[config.mk]
export PLATFORM = sky130hd
export DESIGN_NAME = fp_max_finder
export DESIGN_NICKNAME = d
export VERILOG_FILES = /design/src/rtl/fp_pkg.sv /design/src/rtl/greaterthan.sv /design/src/rtl/fp_max_finder.sv
export SDC_FILE = /design/constraint.sdc
export NUM_CORES = 1
export LEC_CHECK = 0
export CAP_MARGIN = 0
export CELL_PAD_IN_SITES_DETAIL_PLACEMENT = 0
export CELL_PAD_IN_SITES_GLOBAL_PLACEMENT = 1
export CORE_UTILIZATION = 34
export CTS_CLUSTER_DIAMETER = 60
export CTS_CLUSTER_SIZE = 40
export DETAILED_ROUTE_END_ITERATION = 6
export PLACE_DENSITY_LB_ADDON = 0.08
export REMOVE_ABC_BUFFERS = 1
export SLEW_MARGIN = 40
export SYNTH_ARGS = -nofsm -noshare
export SYNTH_HDL_FRONTEND = slang
export SYNTH_HIERARCHICAL = 1
export SYNTH_SLANG_ARGS = --single-unit
export TNS_END_PERCENT = 10
[constraint.sdc]
create_clock -name clk -period 3.18 [get_ports clk]
set_input_delay 0.477 -clock clk [delete_from_list [all_inputs] [get_ports clk]]
set_output_delay 0.477 -clock clk [all_outputs]
set_load 0.02 [all_outputs]
[src/rtl/fp_pkg.sv]
// Shared types for the floating-point max finder: sample format and FSM states.
package fp_pkg;

    localparam int unsigned EXP_W  = 4;
    localparam int unsigned FRAC_W = 8;

    // Sign-magnitude sample; frac is normalized (MSB = 1).
    typedef struct packed {
        logic              sign;
        logic [EXP_W-1:0]  exp;
        logic [FRAC_W-1:0] frac;
    } fp_t;

    typedef enum logic [1:0] {
        StIdle,
        StAccum,
        StDone
    } state_e;

endpackage

[src/rtl/greaterthan.sv]
// Combinational strict greater-than for sign-magnitude fp_t samples (a > b).
module greaterthan
    import fp_pkg::*;
(
    input  fp_t  a,
    input  fp_t  b,
    output logic gt
);

    logic [EXP_W+FRAC_W-1:0] mag_a;
    logic [EXP_W+FRAC_W-1:0] mag_b;

    assign mag_a = {a.exp, a.frac};
    assign mag_b = {b.exp, b.frac};

    // Positive beats negative; among negatives the larger magnitude is the smaller value.
    always_comb begin
        gt = 1'b0;
        if (a.sign != b.sign) begin
            gt = ~a.sign;
        end else if (!a.sign) begin
            gt = (mag_a > mag_b);
        end else begin
            gt = (mag_a < mag_b);
        end
    end

endmodule

[src/rtl/fp_max_finder.sv]
// Streams samples of a frame and reports the maximum, its index and the frame length.
// A frame ends on in_last or when the count reaches 2^IDX_W (reported as truncated).
module fp_max_finder
    import fp_pkg::*;
#(
    parameter int unsigned IDX_W = 8
) (
    input  logic              clk,
    input  logic              reset,
    input  logic              in_valid,
    output logic              in_ready,
    input  logic              in_sign,
    input  logic [EXP_W-1:0]  in_exp,
    input  logic [FRAC_W-1:0] in_frac,
    input  logic              in_last,
    output logic              out_valid,
    input  logic              out_ready,
    output logic              out_sign,
    output logic [EXP_W-1:0]  out_exp,
    output logic [FRAC_W-1:0] out_frac,
    output logic [IDX_W-1:0]  out_index,
    output logic [IDX_W:0]    out_count,
    output logic              out_trunc
);

    localparam logic [IDX_W:0] CountMax = {1'b1, {IDX_W{1'b0}}};
    localparam logic [IDX_W:0] CountOne = {{IDX_W{1'b0}}, 1'b1};

    state_e            state_q, state_d;
    fp_t               max_q, max_d;
    logic [IDX_W-1:0]  index_q, index_d;
    logic [IDX_W:0]    count_q, count_d;
    logic              trunc_q, trunc_d;
    logic              valid_q, valid_d;

    fp_t               sample;
    logic              take;
    logic              sample_gt;
    logic [IDX_W:0]    count_inc;

    assign sample    = {in_sign, in_exp, in_frac};
    assign in_ready  = (state_q != StDone);
    assign take      = in_valid & in_ready;
    assign count_inc = count_q + CountOne;

    greaterthan u_greaterthan (
        .a  (sample),
        .b  (max_q),
        .gt (sample_gt)
    );

    // Next-state: load on first sample, update on strictly greater, close on last or count limit.
    always_comb begin
        state_d = state_q;
        max_d   = max_q;
        index_d = index_q;
        count_d = count_q;
        trunc_d = trunc_q;
        unique case (state_q)
            StIdle: begin
                if (take) begin
                    max_d   = sample;
                    index_d = '0;
                    count_d = CountOne;
                    trunc_d = 1'b0;
                    state_d = in_last ? StDone : StAccum;
                end
            end
            StAccum: begin
                if (take) begin
                    if (sample_gt) begin
                        max_d   = sample;
                        index_d = count_q[IDX_W-1:0];
                    end
                    count_d = count_inc;
                    if (in_last) begin
                        state_d = StDone;
                    end else if (count_inc == CountMax) begin
                        trunc_d = 1'b1;
                        state_d = StDone;
                    end
                end
            end
            StDone: begin
                if (out_ready) begin
                    state_d = StIdle;
                end
            end
            default: state_d = StIdle;
        endcase
        valid_d = (state_d == StDone);
    end

    // State and result registers with synchronous reset.
    always_ff @(posedge clk) begin
        if (reset) begin
            state_q <= StIdle;
            max_q   <= '0;
            index_q <= '0;
            count_q <= '0;
            trunc_q <= 1'b0;
            valid_q <= 1'b0;
        end else begin
            state_q <= state_d;
            max_q   <= max_d;
            index_q <= index_d;
            count_q <= count_d;
            trunc_q <= trunc_d;
            valid_q <= valid_d;
        end
    end

    assign out_valid = valid_q;
    assign out_sign  = max_q.sign;
    assign out_exp   = max_q.exp;
    assign out_frac  = max_q.frac;
    assign out_index = index_q;
    assign out_count = count_q;
    assign out_trunc = trunc_q;

endmodule

After elaboration in Yosys (flattened, before gate mapping):

Index checks and enable logic that the tools add are counted.

* bits in registers: 34
* input port bits: 18
* output and inout bits: 33
* word-level logic and storage cells: 54

* add/sub/neg operators: 1
* order comparisons: 2
* equal/unequal tests: 11
* mux-type cells: 25
* bitwise operators: 2
* reductions and logical operators: 5

Operators by type and width (number)
* 2-to-1 mux 13 bit: 3
* one-hot mux 13 bit (2 select lines): 1
* 2-to-1 mux 8 bit: 3
* 2-to-1 mux 9 bit: 2
* one-hot mux 9 bit (2 select lines): 1
* one-hot mux 8 bit (2 select lines): 1
* > comparator 12 bit: 1
* < comparator 12 bit: 1
* 2-to-1 mux 2 bit: 6
* != test 2 bit (second input constant): 6
* adder 9 x 1 -> 9 bit (second input constant): 1
* == test 9 bit (second input constant): 1
* 2-to-1 mux 1 bit: 6
* one-hot mux 2 bit (3 select lines): 1
* AND reduction 5 bit: 1
* == test 2 bit (second input constant): 2
* AND reduction 4 bit: 1
* AND reduction 3 bit: 1
* == test 2 x 1 -> 1 bit (second input constant): 1
* logical NOT 2 bit: 1
* one-hot mux 1 bit (2 select lines): 1
* nonzero test 2 bit: 1
* AND 1 bit: 1
* != test 1 bit: 1
* NOT 1 bit: 1

Longest topological paths before layout:

Gate-level depths: netlist of run 1.

* depth after elaboration: 7
* mapped depth: 11

Modules after synthesis:

Netlist of run 1, hierarchy kept.

By module, submodules not included
* fp_max_finder: times used 1, cells an instance 192, area each 1510.2 µm², sequential area each 680.7 µm²
* greaterthan: times used 1, cells an instance 47, area each 335.3 µm², sequential area each 0.0 µm²

Least setup slack after synthesis of run 1:

No wires, ideal clock.

* path type: register to register
* from: register max_q (netlist bit out_exp[1])
* to: register max_q (netlist bit out_sign)
* library setup time: 70 ps
* data arrival time: 2325 ps
* slack: 784 ps
* cell stages (with the launch flop): 12
* buffers on the path: 1
* path through: dfxtp_1 -> inv_1 -> ha_1 -> a21o_1 -> a21o_1 -> a221oi_2 -> a211o_1 -> nand3b_1 -> o21ai_1 -> clkbuf_1 -> nand2_1 -> a21oi_1

* cells in the longest elaborated chain, start to end: 5

Ends and longest elaborated chain
* start, declared: line fp_max_finder.sv:30 `fp_t max_q, max_d;`
* start signal, assigned: line fp_max_finder.sv:105 `max_q <= max_d;`
* > comparator 12 bit / < comparator 12 bit (equally long branches): line greaterthan.sv:22, greaterthan.sv:24
* 2-to-1 mux 1 bit *: line greaterthan.sv:21 `end else if (!a.sign) begin`
* 2-to-1 mux 1 bit *: line greaterthan.sv:19 `if (a.sign != b.sign) begin`
* net sample_gt: line fp_max_finder.sv:38 `logic sample_gt;`
* != test 2 bit (no source line) *
* AND reduction 4 bit (no source line) *

The timed path passes the listed nets; every way through them passes the cells marked *.
A chain may end at the register's enable or synchronous reset.

Worst setup path in the final report of run 1:

* from: input in_exp[1]
* to: register index_q[6], in the netlist out_index[6]

* cells in the longest elaborated chain, start to end: 5

Ends and longest elaborated chain
* start, declared: line fp_max_finder.sv:13 `input logic [EXP_W-1:0] in_exp,`
* > comparator 12 bit / < comparator 12 bit (equally long branches): line greaterthan.sv:22, greaterthan.sv:24
* 2-to-1 mux 1 bit *: line greaterthan.sv:21
* 2-to-1 mux 1 bit *: line greaterthan.sv:19
* net sample_gt: line fp_max_finder.sv:38
* != test 2 bit (no source line) *
* AND reduction 4 bit (no source line) *
* end signal, assigned: line fp_max_finder.sv:106 `index_q <= index_d;`
* end, declared: line fp_max_finder.sv:31 `logic [IDX_W-1:0] index_q, index_d;`

Marks and branches as above.

==> results of run 1 <==
==> metrics by stage <==
stage	total power (W)	cell area [um2]	worst slack (ps)	hold slack [ps]	utilization, %
finish	0.00104	2560	541	454	49.4
floorplan	0.000561	1780	453	524	-
CTS	0.00105	2560	524	458	49.4
global route	0.00110	2560	301	481	49.4
global placement	0.000661	2450	279	443	47.3
detailed placement	0.000661	2450	248	449	47.3
==> critical path: stages <==
cell and delay (ps):
clkdlybuf4s50_1 430, ha_1 350, a21o_1 170, a21o_1 180, a221oi_2 330, nor3_1 80, nand3b_1 190, o21ai_1 170
buf_4 250, nand2_1 90, a21oi_1 140
==> metal layers <==
metal  wire length, um  GRT usage, %  up-vias
met4                59          5.56        0
met2              2370          32.0       45
met3               207          4.10        6
li1                  -             -      931
met1              2170          21.3      859
met5                 0             0        -
==> flip-flops by register name, summed over array words and instances, names as in the netlist <==
name and count:
out_valid 1, out_trunc 1, out_index 8, out_frac 8
out_sign 1, state_q 2, out_exp 4, out_count 9
==> area by class of cell <==
type,count,share of cell area (%)
inverter,16,2.35
timing repair buffer,60,22.5
multi-input combinational,175,40.8
clock inverter,3,1.57
tap,70,3.43
sequential,34,26.6
clock buffer,5,2.69
==> power by group <==
part / leakage, nW / switching [W] / internal, W
sequential: 0.277 / 0.0000112 / 0.000441
clock: 0.0579 / 0.000159 / 0.000231
combinational: 0.602 / 0.000107 / 0.0000914
==> cells in the final DEF (no fill, tap or decap), drive strengths merged, types with 5 or more instances in the layout <==
cell | synthesis | routed
ha | 14 | 14
dfxtp | 34 | 34
a21oi | 33 | 33
inv | 16 | 16
clkbuf | 9 | 5
nor3 | 9 | 9
o21ai | 7 | 7
nor2 | 12 | 12
nand2 | 50 | 50
nand3 | 13 | 13
clkdlybuf4s50 | 0 | 50
buf | 5 | 10
==> cells by family after synthesis <==
| group | count (synthesis) | synth area share (%) |
|---|---|---|
| flip-flops | 34 | 36.9 |
| AND/OR/NAND/NOR | 99 | 25.9 |
| AO/OA/AOI/OAI | 58 | 19.3 |
| XOR/XNOR | 4 | 1.90 |
| adder cells (fa/ha/maj) | 14 | 9.49 |
| buffers and inverters | 30 | 6.58 |
==> path summary, 6_finish.rpt <==
| path | endpoint | slack (ps) | cells after the start |
|---|---|---|---|
| worst max-delay path | out_index[6]$_SDFFE_PP0P_ | 540 | 11 |
| worst min-delay path | out_index[2]$_SDFFE_PP0P_ | 450 | 2 |
| worst max register to register | out_index[6]$_SDFFE_PP0P_ | 810 | 11 |
| worst min register to register | out_index[2]$_SDFFE_PP0P_ | 450 | 2 |
==> flow_metrics.py, run 1 <==
metrics = {
    "run_status": {
        "outcome": "completed",
    },
    "clock_network": {
        "clockRootBuffer": "clkbuf_8",
        "clock_path_buffers": 2,
        "clkSinkCount": 34,
        "numCtsBuffers": 5,
        "cts_tree": "built",
        "ctsHoldBuffers": 0,
        "h-tree-depth": 2,
        "post_cts_resized": 0,
        "path_clk_slew_ps": 70,
        "post-cts-setup-buffers": 0,
        "worstSkewPairLatency_ps": 290,
    },
    "finish": {
        "num-nets-final": 324,
        "fillers": 518,
        "area_delta_synth_final_pct": 38.5,
        "stdcell_count": 363,
        "register_area_um2": 681,
        "antennaDiodeCount": 0,
        "multiInputGateArea_um2": 1040,
        "drive_gt1_share_pct": 8.87,
    },
    "synth": {
        "yosys-top-cells-count": "49 x nand2_1, 34 x dfxtp_1, 33 x a21oi_1, 16 x inv_1, 14 x ha_1",
        "ys_ff_latch": 34,
        "synth_top_area_share_pct": 36.9,
        "synth_top_area_cell": "dfxtp_1",
        "syn_area_per_cell_um2": 7.72,
        "synth_edf_count": 0,
        "yosys_most_used_dff": "dfxtp_1",
        "ys_types": 42,
        "ys_seq_area_share_pct": 36.9,
        "yosysWarnings": 6,
        "synth.most_common_cell": "nand2_1",
        "async_flop_share_pct": 0,
        "netlist_instances": 239,
        "synthTopCellsByArea": "dfxtp_1 37%, nand2_1 10%, ha_1 9.5%",
        "syn_area_um2": 1850,
    },
    "setup_path": {
        "crit_type": "input port to flop",
        "cp_data_required_time_ps": 3390,
        "r2r_start": "out_exp[1]$_SDFFE_PP0P_",
        "cp_max_fo": 16,
        "end_kind": "flop",
        "cp-startpoint": "in_exp[1]",
        "start_kind": "input port",
        "cp.arrival_ps": 2850,
    },
    "flow_run": {
        "drv_cap": 0,
    },
    "global_routing": {
        "grt_max_degree": 17,
        "overflow": 0,
        "grtUsageTotal_pct": 17.9,
        "grt_pass1_wl_um": 7550,
        "grt_pass1_vias": 1634,
        "antenna_found_initial": 0,
    },
    "detailed_routing": {
        "dr.pass1.iters": 6,
        "vias_per_cell": 5.07,
        "vias": 1841,
        "wl_per_cell_um": 13.3,
        "ant_nets": 0,
        "drc": 0,
        "drtIter0Drc": 60,
        "drt-total-wl_um": 4810,
    },
    "worst_hold_path": {
        "hold_start": "out_index[2]$_SDFFE_PP0P_",
        "hp-class": "flop to flop",
    },
    "floorplan": {
        "die_w_um": 75.7,
        "dieArea_um2": 5730,
        "fp.dieH_um": 75.7,
        "io_pins": 51,
        "initial_core_util_pct": 35.7,
        "row_count": 26,
        "coreArea_um2": 5170,
    },
    "sta": {
        "setup_viol": 0,
        "maxSlewViolCount": 0,
        "min_period_ps": 2640,
        "fmax_mhz": 379,
        "rsz0062_at_grt": "false",
        "tightest_slew_ps": 529,
        "fin_crit_sh_pct": 83.0,
        "slew_headroom_pct": 64.6,
        "clock_skew_ps": 6.79,
        "timing.final.hold_violations": 0,
        "tns_ps": 0,
    },
    "placement": {
        "place.gp.congestion": 0.771,
        "dp_hpwl_um": 3470,
        "io_buffer_count": 50,
        "dp_cells": 355,
    },
    "pwr": {
        "powerDensity_nw_per_um2": 407,
        "total_leakage_power_nw": 0.937,
        "vdd_drop_max_v": 0.000210,
    },
}
Power figures use the tool's default switching activity.
==> run 2: changes to the inputs <==
==> constraint.sdc (replaced) <==
create_clock -name clk -period 2.44 [get_ports clk]
set_input_delay 0.366 -clock clk [delete_from_list [all_inputs] [get_ports clk]]
set_output_delay 0.366 -clock clk [all_outputs]
set_load 0.02 [all_outputs]
==> flow_metrics.py, run 2 (synthesis gave the netlist of run 1 again) <==
metrics = {
    "sta": {
        "fmax_mhz": 426,
        "tightest_slew_ps": 377,
        "timing.final.hold_violations": 0,
        "hold_ws_ps": 378,
        "rsz0062_at_grt": "true",
        "setup_viol": 0,
        "maxSlewViolCount": 0,
        "slew_headroom_pct": 74.8,
        "fin_crit_sh_pct": 96.2,
        "tns_ps": 0,
        "clock_skew_ps": 6.33,
        "min_period_ps": 2350,
    },
    "floorplan": {
        "fp.dieH_um": 75.7,
        "coreArea_um2": 5170,
        "initial_core_util_pct": 35.7,
        "row_count": 26,
        "dieArea_um2": 5730,
        "io_pins": 51,
        "die_w_um": 75.7,
    },
    "setup_path": {
        "reg2reg_depth": 11,
        "cp.arrival_ps": 2560,
        "crit_type": "input port to flop",
        "rrSetupSlack_ps": 130,
        "r2r_start": "out_exp[1]$_SDFFE_PP0P_",
        "r2r_end": "out_index[7]$_SDFFE_PP0P_",
        "cp_max_fo": 7,
        "start_kind": "input port",
        "end_kind": "flop",
        "cp_data_required_time_ps": 2650,
    },
    "clock_network": {
        "ctsHoldBuffers": 0,
        "cts_tree": "built",
        "clock_path_buffers": 2,
        "path_clk_slew_ps": 70,
        "h-tree-depth": 2,
        "numCtsBuffers": 5,
        "clockRootBuffer": "clkbuf_8",
        "clkSinkCount": 34,
        "worstSkewPairLatency_ps": 290,
    },
    "global_routing": {
        "grt_pass1_vias": 1679,
        "grt_pass1_wl_um": 7400,
        "overflow": 0,
        "grt_max_degree": 15,
        "antenna_found_initial": 0,
        "grtUsageTotal_pct": 17.2,
    },
    "finish": {
        "largest_register_ffs": 9,
        "final_common_cell": "nand2_1",
        "drive_gt1_share_pct": 16.2,
        "fillers": 504,
        "final_cell_mix": "49 x nand2_1, 47 x clkdlybuf4s50_1, 33 x dfxtp_1",
        "area_delta_synth_final_pct": 49.7,
        "antennaDiodeCount": 0,
        "num-nets-final": 339,
    },
    "detailed_routing": {
        "drc": 0,
        "vias": 1868,
        "dr.pass1.iters": 4,
        "ant_nets": 0,
        "vias_per_cell": 4.94,
        "drt-total-wl_um": 4810,
        "wl_per_cell_um": 12.7,
        "drtIter0Drc": 52,
    },
    "pwr": {
        "total_leakage_power_nw": 1.05,
        "vdd_drop_max_v": 0.000194,
        "powerDensity_nw_per_um2": 501,
    },
    "run_status": {
        "outcome": "completed",
    },
    "worst_hold_path": {
        "hold_path_end": "out_exp[0]$_SDFFE_PP0P_",
        "hold_start": "in_exp[0]",
        "holdPathStages": 3,
        "hp-class": "input port to flop",
    },
    "placement": {
        "io_buffer_count": 50,
        "place.gp.congestion": 0.875,
        "dp_hpwl_um": 3580,
    },
    "flow_run": {
        "drv_cap": 0,
    },
}
run 2: changes by cell type in the layout (fill, tap and decap cells not counted), moves of 2 or more:
cell	before	now
a21oi_1	33	28
a21oi_2	0	5
buf_4	10	21
buf_6	0	3
clkbuf_8	5	8
clkdlybuf4s50_1	50	47
clkinv_2	2	0
dlymetal6s2s_1	0	3
run 2: worst max path at each step:
stage / start / to / slack [ps] / cells past startpoint
5_1_grt: in_frac[5] / out_index[7]$_SDFFE_PP0P_ / -50 / 11
3_3_place_gp: in_exp[1] / out_sign$_SDFFE_PP0P_ / -370 / 11
3_5_place_dp: in_exp[1] / out_sign$_SDFFE_PP0P_ / -390 / 11
6_report: in_frac[5] / out_index[7]$_SDFFE_PP0P_ / 90 / 11
4_1_cts: in_exp[1] / out_index[7]$_SDFFE_PP0P_ / 8 / 11
2_1_floorplan: out_exp[1]$_SDFFE_PP0P_ / out_exp[0]$_SDFFE_PP0P_ / -290 / 10
run 2: cell type report:
| type | count | area (um2) | share of cell area (%) |
|---|---|---|---|
| Timing Repair Buffer | 75 | 719 | 26.0 |
| Inverter | 16 | 60.1 | 2.17 |
| Clock buffer | 8 | 110 | 3.99 |
| Multi-Input combinational cell | 175 | 1100 | 39.9 |
| Sequential cell | 34 | 682 | 24.7 |
| Tap cell | 70 | 87.6 | 3.17 |
run 2: report_power, final:
group | switching, W | internal [W]
registers | 0.0000137 | 0.000575
clock network | 0.000207 | 0.000285
logic | 0.000155 | 0.000147
run 2: stage by stage:
step	instance area [um2]	setup WS, ps	util (%)	cells	total power [W]
after floorplan	1780	-287	-	225	0.000731
after global placement	2560	-369	49.4	368	0.000880
after detailed placement	2560	-387	49.4	368	0.000880
after CTS	2680	7.54	51.9	376	0.00139
after global routing	2760	-47.4	53.4	378	0.00146
final	2760	91.9	53.4	378	0.00138
run 2: what timing repair did:
item	in CTS	in global routing
gates resized for setup	2	18
pin swaps	3	11
buffers inserted	0	1
endpoints found under the setup margin	20	21
gates cloned	0	1
endpoints found under the hold margin	0	0
run 2: metal layers:
metal | vias to the layer above | GRT usage [%] | part of all wire, %
li1 | 972 | - | -
met1 | 844 | 20.2 | 46
met2 | 47 | 30.3 | 48
met3 | 5 | 4.23 | 5.1
met4 | 0 | 6.17 | 0.89
met5 | - | 0 | 0
run 2: critical path: stages:
cell and delay, ps:
clkdlybuf4s50_1 430, ha_1 310, nand2_1 80, nor3_2 200, o21ai_1 110, a211o_1 300
nand3b_1 160, o21a_1 200, buf_4 170, nand3_1 80, a21oi_1 140
==> run 3: changes to the inputs <==
--- a/config.mk
+++ b/config.mk
@@ -5,10 +5,8 @@
 export SDC_FILE = /design/constraint.sdc
 export NUM_CORES = 1
 export LEC_CHECK = 0
-export CAP_MARGIN = 0
-export CELL_PAD_IN_SITES_DETAIL_PLACEMENT = 0
-export CELL_PAD_IN_SITES_GLOBAL_PLACEMENT = 1
-export CORE_UTILIZATION = 34
+export CAP_MARGIN = 25
+export CORE_UTILIZATION = 48
 export CTS_CLUSTER_DIAMETER = 60
 export CTS_CLUSTER_SIZE = 40
 export DETAILED_ROUTE_END_ITERATION = 6
==> flow_metrics.py, run 3 (synthesis gave the netlist of run 1 again) <==
metrics = {
    "finish": {
        "largest_register_ffs": 9,
        "area_delta_synth_final_pct": 48.8,
        "drive_gt1_share_pct": 18.6,
        "num-nets-final": 338,
        "fillers": 284,
        "fin_area_um2": 2750,
        "final_cell_mix": "49 x nand2_1, 46 x clkdlybuf4s50_1, 32 x dfxtp_1",
        "antennaDiodeCount": 0,
        "final_common_cell": "nand2_1",
    },
    "floorplan": {
        "dieArea_um2": 4100,
        "row_count": 22,
        "fp.dieH_um": 64.0,
        "die_w_um": 64.0,
        "io_pins": 51,
        "initial_core_util_pct": 50.4,
        "coreArea_um2": 3660,
    },
    "setup_path": {
        "path_cells": "clkdlybuf4s50_1 > ha_1 > a21oi_2 > o21ai_2 > a221oi_4 > nor3_2 > nand3b_1 > o21a_2 > buf_4 > nand2_1 > a21oi_1",
        "cp_slowest_cell": "clkdlybuf4s50_1",
        "crit_family": "compound AO/OA/AOI/OAI gates",
        "crit_path_max_incr_delay_ps": 430,
        "end_kind": "flop",
        "cp_max_fo": 5,
        "cp.arrival_ps": 2570,
        "cp_data_required_time_ps": 2600,
        "crit_type": "input port to flop",
        "start_kind": "input port",
        "critPathBufInv": 2,
    },
    "pwr": {
        "seqPwrFrac_pct": 44.1,
        "p_sw_share_pct": 28.9,
        "p_sw_w": 0.000389,
        "p_comb_share_pct": 23.8,
        "vdd_drop_max_v": 0.000333,
        "powerDensity_nw_per_um2": 489,
        "total_power_w": 0.00134,
        "p_int_w": 0.000955,
        "total_leakage_power_nw": 1.04,
        "clock_power_share_pct": 32.2,
    },
    "placement": {
        "io_buffer_count": 50,
        "place.gp.congestion": 0.880,
        "dp_hpwl_um": 3150,
        "placed_cell_area_um2": 2480,
    },
    "global_routing": {
        "overflow": 0,
        "grtUsageTotal_pct": 23.8,
        "antenna_found_initial": 0,
        "grt_pass1_wl_um": 7530,
        "grt_pass1_vias": 1719,
        "grt_max_degree": 23,
    },
    "sta": {
        "slew_headroom_pct": 65.5,
        "fmax_mhz": 415,
        "hold_ws_ps": 378,
        "clock_skew_ps": 4.25,
        "tns_ps": 0,
        "setup_viol": 0,
        "fin_crit_sh_pct": 98.9,
        "maxSlewViolCount": 0,
        "min_period_ps": 2410,
        "timing.final.hold_violations": 0,
        "tightest_slew_ps": 515,
    },
    "detailed_routing": {
        "dr.pass1.iters": 4,
        "drc": 0,
        "vias_per_cell": 5.46,
        "vias": 1938,
        "drtIter0Drc": 93,
        "ant_nets": 0,
        "wl_per_cell_um": 14.2,
        "drt-total-wl_um": 5030,
    },
    "flow_run": {
        "drv_cap": 0,
    },
    "clock_network": {
        "cts_tree": "built",
        "clock_path_buffers": 2,
        "clockRootBuffer": "clkbuf_8",
        "h-tree-depth": 2,
        "path_clk_slew_ps": 70,
        "ctsHoldBuffers": 0,
        "numCtsBuffers": 5,
        "clkSinkCount": 34,
        "worstSkewPairLatency_ps": 280,
    },
    "worst_hold_path": {
        "hp-class": "input port to flop",
    },
    "run_status": {
        "outcome": "completed",
    },
}
run 3: through the flow:
step	setup WS, ps	std cells	utilization, %
after floorplan	-287	225	-
after global placement	-251	341	67.7
after detailed placement	-320	341	67.7
after CTS	4.80	351	72.0
after global routing	-81.5	355	75.0
final	27.7	355	75.0
run 3: area by class of cell:
class | instances | area (um2) | share of cell area [%]
Tap cell | 48 | 60.1 | 2.19
Sequential cell | 34 | 683 | 24.9
Timing Repair Buffer | 74 | 709 | 25.8
Inverter | 16 | 60.1 | 2.19
Clock buffer | 7 | 86.3 | 3.14
Clock inverter | 1 | 5.00 | 0.182
Multi-Input combinational cell | 175 | 1140 | 41.6
run 3: final timing paths:
kind | start | end | slack (ps) | depth (start not counted)
max | in_frac[7] | out_frac[3]$_SDFFE_PP0P_ | 30 | 11
min | in_exp[0] | out_exp[0]$_SDFFE_PP0P_ | 380 | 3
max reg2reg | out_exp[1]$_SDFFE_PP0P_ | out_frac[3]$_SDFFE_PP0P_ | 30 | 11
min reg2reg | out_index[2]$_SDFFE_PP0P_ | out_index[2]$_SDFFE_PP0P_ | 450 | 2
run 3: worst reg2reg max path: stages (launching register included):
cell and delay [ps]:
dfxtp_2 350, inv_1 70, ha_4 250, a21o_1 170, a21o_1 210, a221oi_4 330
nor3_2 80, nand3b_1 220, o21a_2 290, buf_4 170, nand2_1 70, a21oi_1 70
run 3: power by group through the flow:
stage	Clock, W	Combinational [W]	Sequential [W]
after global routing	0.000458	0.000347	0.000594
after floorplan	0	0.000108	0.000623
after CTS	0.000439	0.000284	0.000591
after detailed placement	0	0.000261	0.000604
final	0.000432	0.000319	0.000592
after global placement	0	0.000258	0.000603
run 3: routing by layer:
layer  share of wire [%]  global-route usage [%]
met3                 4.0                    4.46
met2                  50                    41.4
met4                 2.3                    10.8
met1                  44                    28.0
met5                   0                       0
run 3: what timing repair did:
| action | in CTS | in global routing |
|---|---|---|
| hold endpoints to repair | 0 | 0 |
| setup endpoints to repair | 15 | 21 |
| pin swaps | 5 | 10 |
| buffers inserted | 0 | 2 |
| resized for setup | 13 | 25 |
| cloned | 2 | 2 |
